$ cat src/rtl/vga_timing_pixel_out.sv
// vga_timing_pixel_out: 640x480@60 VGA raster timing plus registered pixel output stage.
// Raster counters advance once per pixel period (CLK_DIV system clocks). Colour, sync
// and blank are all registered from the same pre-advance counter values, giving one pixel
// of latency with everything mutually aligned.
// Optional macro VGA_TEST_PATTERN_EN adds a test_mode input that replaces rgb_in with
// eight 80-pixel-wide colour bars.
module vga_timing_pixel_out #(
    parameter int CLK_DIV = 2,
    parameter int H_VIS   = 640,
    parameter int H_FP    = 16,
    parameter int H_SYNC  = 96,
    parameter int H_BP    = 48,
    parameter int V_VIS   = 480,
    parameter int V_FP    = 10,
    parameter int V_SYNC  = 2,
    parameter int V_BP    = 33
) (
    input  logic        clk,
    input  logic        reset_n,
    input  logic [29:0] rgb_in,
`ifdef VGA_TEST_PATTERN_EN
    input  logic        test_mode,
`endif
    output logic        pix_en,
    output logic [9:0]  screen_x,
    output logic [9:0]  screen_y,
    output logic        active_area,
    output logic        frame_start,
    output logic [9:0]  vga_r,
    output logic [9:0]  vga_g,
    output logic [9:0]  vga_b,
    output logic        vga_hs,
    output logic        vga_vs,
    output logic        vga_blank_n,
    output logic        vga_sync_n
);

    localparam int H_TOTAL  = H_VIS + H_FP + H_SYNC + H_BP;
    localparam int V_TOTAL  = V_VIS + V_FP + V_SYNC + V_BP;
    localparam int HS_START = H_VIS + H_FP;
    localparam int HS_END   = HS_START + H_SYNC;
    localparam int VS_START = V_VIS + V_FP;
    localparam int VS_END   = VS_START + V_SYNC;

    localparam logic [3:0] DIV_LAST = 4'(CLK_DIV - 1);
    localparam logic [9:0] H_LAST   = 10'(H_TOTAL - 1);
    localparam logic [9:0] V_LAST   = 10'(V_TOTAL - 1);

    logic [3:0]  div_cnt;
    logic [9:0]  h_cnt;
    logic [9:0]  v_cnt;
    logic        h_last;
    logic        v_last;
    logic        hs_pulse;
    logic        vs_pulse;
    logic [29:0] pix_rgb;

    // Pixel-rate divider; pix_en is registered so it stays low through reset and the
    // first pulse lands CLK_DIV clocks after release.
    always_ff @(posedge clk) begin
        if (!reset_n) begin
            div_cnt <= '0;
            pix_en  <= 1'b0;
        end else begin
            pix_en  <= (div_cnt == DIV_LAST);
            div_cnt <= (div_cnt == DIV_LAST) ? 4'd0 : div_cnt + 4'd1;
        end
    end

    assign h_last = (h_cnt == H_LAST);
    assign v_last = (v_cnt == V_LAST);

    // Raster counters: H advances per pixel, V advances on each H wrap.
    always_ff @(posedge clk) begin
        if (!reset_n) begin
            h_cnt <= '0;
            v_cnt <= '0;
        end else if (pix_en) begin
            if (h_last) begin
                h_cnt <= '0;
                v_cnt <= v_last ? 10'd0 : v_cnt + 10'd1;
            end else begin
                h_cnt <= h_cnt + 10'd1;
            end
        end
    end

    assign screen_x    = h_cnt;
    assign screen_y    = v_cnt;
    assign active_area = (h_cnt < 10'(H_VIS)) && (v_cnt < 10'(V_VIS));
    assign frame_start = pix_en && h_last && v_last;
    assign hs_pulse    = (h_cnt >= 10'(HS_START)) && (h_cnt < 10'(HS_END));
    assign vs_pulse    = (v_cnt >= 10'(VS_START)) && (v_cnt < 10'(VS_END));
    assign vga_sync_n  = 1'b0;

`ifdef VGA_TEST_PATTERN_EN
    logic [2:0] bar_idx;
    assign bar_idx = 3'(h_cnt / 10'd80);

    // Pixel colour source: colour bars in test mode, game logic otherwise.
    always_comb begin
        pix_rgb = rgb_in;
        if (test_mode)
            pix_rgb = {{10{bar_idx[2]}}, {10{bar_idx[1]}}, {10{bar_idx[0]}}};
    end
`else
    assign pix_rgb = rgb_in;
`endif

    // DAC/pin stage: capture colour, sync and blank for the current pixel together.
    always_ff @(posedge clk) begin
        if (!reset_n) begin
            vga_r       <= '0;
            vga_g       <= '0;
            vga_b       <= '0;
            vga_hs      <= 1'b1;
            vga_vs      <= 1'b1;
            vga_blank_n <= 1'b0;
        end else if (pix_en) begin
            vga_r       <= active_area ? pix_rgb[29:20] : 10'd0;
            vga_g       <= active_area ? pix_rgb[19:10] : 10'd0;
            vga_b       <= active_area ? pix_rgb[9:0]   : 10'd0;
            vga_hs      <= ~hs_pulse;
            vga_vs      <= ~vs_pulse;
            vga_blank_n <= active_area;
        end
    end

endmodule

$ cat config.mk
export PLATFORM = sky130hd
export DESIGN_NAME = vga_timing_pixel_out
export DESIGN_NICKNAME = d
export VERILOG_FILES = /design/src/rtl/vga_timing_pixel_out.sv
export SDC_FILE = /design/constraint.sdc
export NUM_CORES = 1
export LEC_CHECK = 0
export CAP_MARGIN = 0
export CORE_UTILIZATION = 49
export DETAILED_ROUTE_END_ITERATION = 12
export GPL_ROUTABILITY_DRIVEN = 0
export HOLD_SLACK_MARGIN = 0.05
export PLACE_DENSITY = 0.95
export SLEW_MARGIN = 20
export SYNTH_ARGS = -nofsm -noshare
export SYNTH_HDL_FRONTEND = slang
export SYNTH_SLANG_ARGS = --single-unit
$ cat constraint.sdc
create_clock -name clk -period 4.2 [get_ports clk]
set_input_delay 1.26 -clock clk [delete_from_list [all_inputs] [get_ports clk]]
set_output_delay 1.26 -clock clk [all_outputs]
set_load 0.02 [all_outputs]
==> metrics.md, run 1 <==
| Metric | Value |
|---|---|
| Mapped Area | `around 2600 µm²` |
| Critical path endpoint category | `output port` |
| N_diodes | `0` |
| Filler cell count | `380` |
| MaxCap Viol Count | `0` |
| Hold path depth | `2` |
| Die area | `5600 µm²` |
| Clock Skews | `~0.01 ns` |
| Clk root buf | `clkbuf_8` |
| Final instance area | `3730 µm²` |
| Die H | `approximately 75 µm` |
| Final cell count without fillers | `roughly 450` |
| VDD IR-drop max | `298 µV` |
| I/O pins | `89` |
| Drt total wl | `between 6000 and 7000 µm` |
| Syn Area/Cell | `approximately 9 µm²` |
| DIE WIDTH | `74.8 µm` |
| Yosys synthesis warning count | `0` |
| Initial antenna violation count | `0` |
| Via/cell ratio | `approximately 5.3` |
| NumNets Final | `408` |
| Cell Rows | `26` |
| Syn_nets | `around 330` |
| Async S/R FF share, synth | `0%` |
| Routed vias | `approximately 2300` |
| Placed Area | `approximately 3500 µm²` |
| Crit-path max FO | `17` |
| Req. time, crit path | `2.94 ns` |
| Total negative setup slack | `0 ns` |
| Port bufs | `just under 90` |
| Synth cell count leaders | `dfxtp_1, nand3_1, nand2b_1` |
| Clock Sink Count | `58` |
| Area grow syn2layout | `43.5%` |
| Synth Instances | `288` |
| Pwr Density | `364 nW/µm²` |
| FMAX | `~280 MHz` |
| Clock buffer depth | `2` |
| Starting Density | `between 50% and 60%` |
| Worst Reg2Reg Path Length in Cells | `4` |
| Slew @ Worst Pin | `0.607 ns` |
| Share of layout cells above drive strength 1 | `under 10%` |
| Post-CTS Setup Inserts | `0` |
| Fin crit period | `roughly 3.6 ns` |
| Number of synthesized register bits | `58` |
| Slew Limit Fails | `0` |
| H-tree levels | `3` |
| Number of DRC markers in iteration 0 | `roughly 130` |
| Worst-path clk slew | `approximately 0.07 ns` |
| Dpl cells | `429` |
| Skew-Pair Late Insertion Delay | `0.33 ns` |
| Count of antenna-violating nets left after detailed routing | `0` |
| CP startpoint kind | `flip-flop` |
| Yosys cell types | `40` |
| Reg area | `roughly 1200 µm²` |
| DR pass1 iterations | `4` |
| Most common cell in the netlist | `dfxtp_1` |
| Yosys top cell by area | `dfxtp_1` |
| Footprint of the multi-input gates | `about 1300 µm²` |
| Synth top area cells | `dfxtp_1, nand2b_1, nand3_1` |
| TritonCTS Buffers | `9` |
| Core area | `a little over 5000 µm²` |
| Fin crit share | `a little under nine tenths` |
| Drt wl/cell | `roughly 15 µm` |
| Worst hold slack | `around 0.47 ns` |
| GRT overflow | `0` |
| Synth Flop Type | `dfxtp_1` |
| Final Hold Violating Endpoints | `0` |
| CTS hold repair buffers | `0` |
| Outcome | `completed` |
| Static leakage | `0.00126 µW` |
| Seq/Total Area, Yosys | `44.7%` |
| Start-to-end type of the worst setup path | `flip-flop to output port` |
| Global-route wire length before repair | `9940 µm` |
| Final setup violation count | `0` |
| Pin count of the biggest net entering global routing | `73` |
| Vias in the first global route | `2121` |
| Worst Hold Class | `flip-flop to flip-flop` |
| RSZ-0062 raised after global routing | `false` |
| CTS tree | `built` |
| Cts repair resizes | `0` |
| Arrival time worst endpoint | `2.34 ns` |
| Tot GR Track Use | `23.8%` |
| Top cell type's share of synthesized area | `between 40% and 50%` |
| DR DRC count | `0` |
| Slew margin rel. | `approximately three fifths` |
| DP HPWL | `around 4500 µm` |
| Number of synthesized flops with an enable pin | `0` |
-- stage by stage --
| step | util (%) | total power (µW) | setup slack, ns |
|---|---|---|---|
| after floorplan | - | 697 | 1.40 |
| after global placement | 68.5 | 777 | 1.04 |
| after detailed placement | 68.5 | 784 | 0.964 |
| after CTS | 73.0 | 1370 | 0.586 |
| after global routing | 73.0 | 1410 | 0.436 |
| final | 73.0 | 1360 | 0.600 |
-- report_power, final --
part	internal, µW	switching (µW)	total [µW]	leakage, µW
clock	367	219	585	0.000117
sequential	576	16.8	593	0.000470
combinational	94.4	85.9	180	0.000677
-- critical path, cell delays in order (launching register included) --
cell and delay (ns):
dfxtp_1 0.45, ha_1 0.34, nand4_2 0.39, nor2_1 0.21
clkdlybuf4s50_1 0.61
-- logic make-up (layout without fill, tap and decap cells) --
| logic type | Yosys count | in the layout | synth area share [%] |
|---|---|---|---|
| adder cells (fa/ha/maj) | 6 | 6 | 2.89 |
| buffers and inverters | 26 | 113 | 4.38 |
| multiplexers | 3 | 3 | 1.16 |
| XOR/XNOR | 11 | 11 | 3.71 |
| AO/OA/AOI/OAI | 51 | 51 | 13.4 |
| other | 1 | 1 | 0.144 |
| flip-flops | 58 | 58 | 44.7 |
| AND/OR/NAND/NOR | 132 | 132 | 29.7 |
-- final cells by class --
type                    instances  share of cell area [%]
well taps                      70                    2.35
clock buffers                  12                    4.16
inverters                       7                   0.704
clock inverters                 4                    1.98
repair buffers                 90                    24.0
flip-flops and latches         58                    31.2
multi-input cells             204                    35.7
-- sequential cells by signal, indices dropped and copies added, names as in the netlist --
name and count:
vga_vs 1, vga_blank_n 1, screen_y 10, div_cnt 4, vga_b 10, pix_en 1
screen_x 10, vga_r 10, vga_hs 1, vga_g 10
-- layer usage --
layer	part of all wire [%]	vias up	GRT usage, %
met4	3.3	0	13.8
met1	41	1096	27.4
met2	51	67	41.1
met5	0	-	0
met3	4.3	17	4.82
li1	-	1165	-
-- layout by cell type (no fill, tap or decap), types with 2 or more instances in the layout --
master           instances
ha_1                     6
xor2_1                   3
nand2b_1                31
buf_4                    3
clkdlybuf4s50_1         87
inv_1                    7
xnor2_1                  8
mux2i_1                  3
a21boi_0                24
or3_1                    6
and3_1                   3
nand4_1                  9
nor3b_1                  2
o21ai_0                  7
nand3_1                 36
or4_1                    2
dfxtp_1                 57
bufinv_16                2
nor2_1                  13
a21boi_1                 7
and2_1                   4
clkbuf_8                11
and4_1                   2
nor4b_1                  2
a21oi_1                  8
nand2_1                 11
nor3_1                   3
o31ai_1                  2
-- worst paths after layout --
kind,slack [ns],startpoint,end
hold reg to reg,0.47,vga_g[1],vga_g[1]
setup / recovery,0.60,screen_x[0],frame_start
hold / removal,0.47,vga_g[1],vga_g[1]
setup reg to reg,2.19,screen_x[0],screen_y[7]
(Power assumes the default switching activity.)
==> run 2, diff against run 1 <==
Settings changed: SKIP_LAST_GASP set to 1.
==> results of run 2 <==
Final layout, timing and power as in run 1 (identical DEF).
==> RTL change: new RTL, config.mk and constraints of run 2 <==
One comparison of `v_cnt` changes from == to >=.
--- a/src/rtl/vga_timing_pixel_out.sv
+++ b/src/rtl/vga_timing_pixel_out.sv
@@ -68,7 +68,7 @@
     end
 
     assign h_last = (h_cnt == H_LAST);
-    assign v_last = (v_cnt == V_LAST);
+    assign v_last = (v_cnt >= V_LAST);
 
     // Raster counters: H advances per pixel, V advances on each H wrap.
     always_ff @(posedge clk) begin
Check against the original RTL: same outputs for any inputs over 10 cycles, from zero or initial values and one cycle with reset_n low; that may be too few to reach the edited logic, so the function may still have changed.
==> RTL change against run 2 <==
  * The flow now finishes with violations (design-rule violations)
  * Area after synthesis fell by 9.2%
  * Global-route usage rose by 0.12 points
  * Largest cell class is now registers
  * Routed wire length fell by 11%
  * Sequential cell count did not move
  * Combinational power fell by 5%
  * Power fell by 1.9%
  * Final area fell by 7.0%
  * Worst setup slack got worse by 0.25 ns
  * Sequential power barely moved
==> RTL change: results (changes against run 2) <==
- Run status: finished with violations
- Failing checks: design-rule violations
- WL per Instance: 15.6 um (+6.2%)
- Post-synth net total: 266 (-18%)
- Synth cell count leaders: 58 x dfxtp_1, 30 x a22o_1, 12 x nand2_1, 12 x nor2_1, 9 x nand3_1
- Hold EP: div_cnt[0]$_SDFF_PP0_
- Detail Placement HPWL: 3970 um (-12%)
- First-pass GRT wire length: 9370 um (-5.8%)
- DR pass1 iterations: 9 (+5)
- Synth area leaders: dfxtp_1 49%, a22o_1 11%, ha_1 3.2%
- WHS: 0.474 ns (-0.000824 ns)
- Leak: 1.25 nW (-0.88%)
- Register area share after synthesis: 0.492 (+0.0455)
- Crit-path leading delay family: simple AND/OR/NAND/NOR gates
- Peak VDD IR: 0.286 mV (-4.2%)
- Area after DPL: 3250 um^2 (-7.2%)
- Worst stage delay on the critical path: 0.67 ns (+0.06 ns)
- Drt drc: 4 (+4)
- Share of layout cells above drive strength 1: 0.106 (+0.0416)
- Reg-to-reg startpoint: screen_x[7]$_SDFFE_PN0P_
- HP Start: div_cnt[0]$_SDFF_PP0_
- Arrival time at the worst endpoint: 2.59 ns (+0.25 ns)
- Register-to-Register Setup Slack: 2.12 ns (-0.07 ns)
- Slowest-stage cell, CP: or4_4
- FF-to-FF End: vga_b[7]$_SDFFE_PN0P_
==> RTL change: changes by cell type after synthesis, sizes merged, moves of 6 or more <==
cell    before  now
nand2b      31    3
clkbuf      13    7
or3          6    0
a21boi      31    1
nand3       36    9
a22o         0   30
==> RTL change: layout make-up <==
class / instances / area [um^2]
fillers: 326 / 1040
flip-flops and latches: 58 / 1160
repair buffers: 90 / 893
inverters: 7 / 26.3
clock buffers: 11 / 141
well taps: 52 / 65.1
clock inverters: 5 / 77.6
multi-input cells: 151 / 1100
==> RTL change: kinds of logic (layout without fill, tap and decap cells) <==
logic type / count (synthesis) / after routing / synth area share
compound gates: 53 / 53 / 0.189
xor+xnor: 10 / 10 / 0.0371
fa+ha+maj: 6 / 6 / 0.0318
buf+inv: 19 / 113 / 0.0419
flops: 58 / 58 / 0.492
mux: 3 / 3 / 0.0127
other cells: 1 / 1 / 0.00159
simple gates: 78 / 78 / 0.194
==> RTL change: metal layers <==
layer / vias to the layer above / wire [um] / global-route usage
li1: 1008 / - / -
met1: 999 / 2480 / 0.295
met2: 70 / 2930 / 0.389
met3: 11 / 330 / 0.0619
met4: 0 / 96 / 0.120
met5: - / 0 / 0
==> RTL change: stage by stage <==
step,setup WS (ns),utilization
floorplan,1.02,-
global placement,0.792,0.721
detailed placement,0.699,0.721
CTS,0.330,0.770
global route,0.219,0.770
finish,0.354,0.770
==> RTL change: worst max-delay path by stage <==
stage | start | to | slack [ns] | cells past startpoint
after global placement | screen_x[0]$_SDFFE_PN0P_ | frame_start | 0.79 | 5
after global routing | screen_x[0]$_SDFFE_PN0P_ | frame_start | 0.22 | 5
after floorplan | screen_x[0]$_SDFFE_PN0P_ | frame_start | 1.02 | 5
after detailed placement | screen_x[0]$_SDFFE_PN0P_ | frame_start | 0.70 | 5
after CTS | screen_x[0]$_SDFFE_PN0P_ | frame_start | 0.33 | 5
final | screen_x[0]$_SDFFE_PN0P_ | frame_start | 0.35 | 5
==> RTL change: worst register-to-register path, stage by stage (launching register included) <==
cell and delay (ns):
dfxtp_1 0.36, o21ai_0 0.23, and3b_1 0.25, and3_1 0.87
a22o_1 0.31
==> RTL change: power by group <==
group / switching, W / internal, W
Combinational: 0.0000796 / 0.0000916
Clock: 0.000217 / 0.000348
Sequential: 0.0000176 / 0.000578
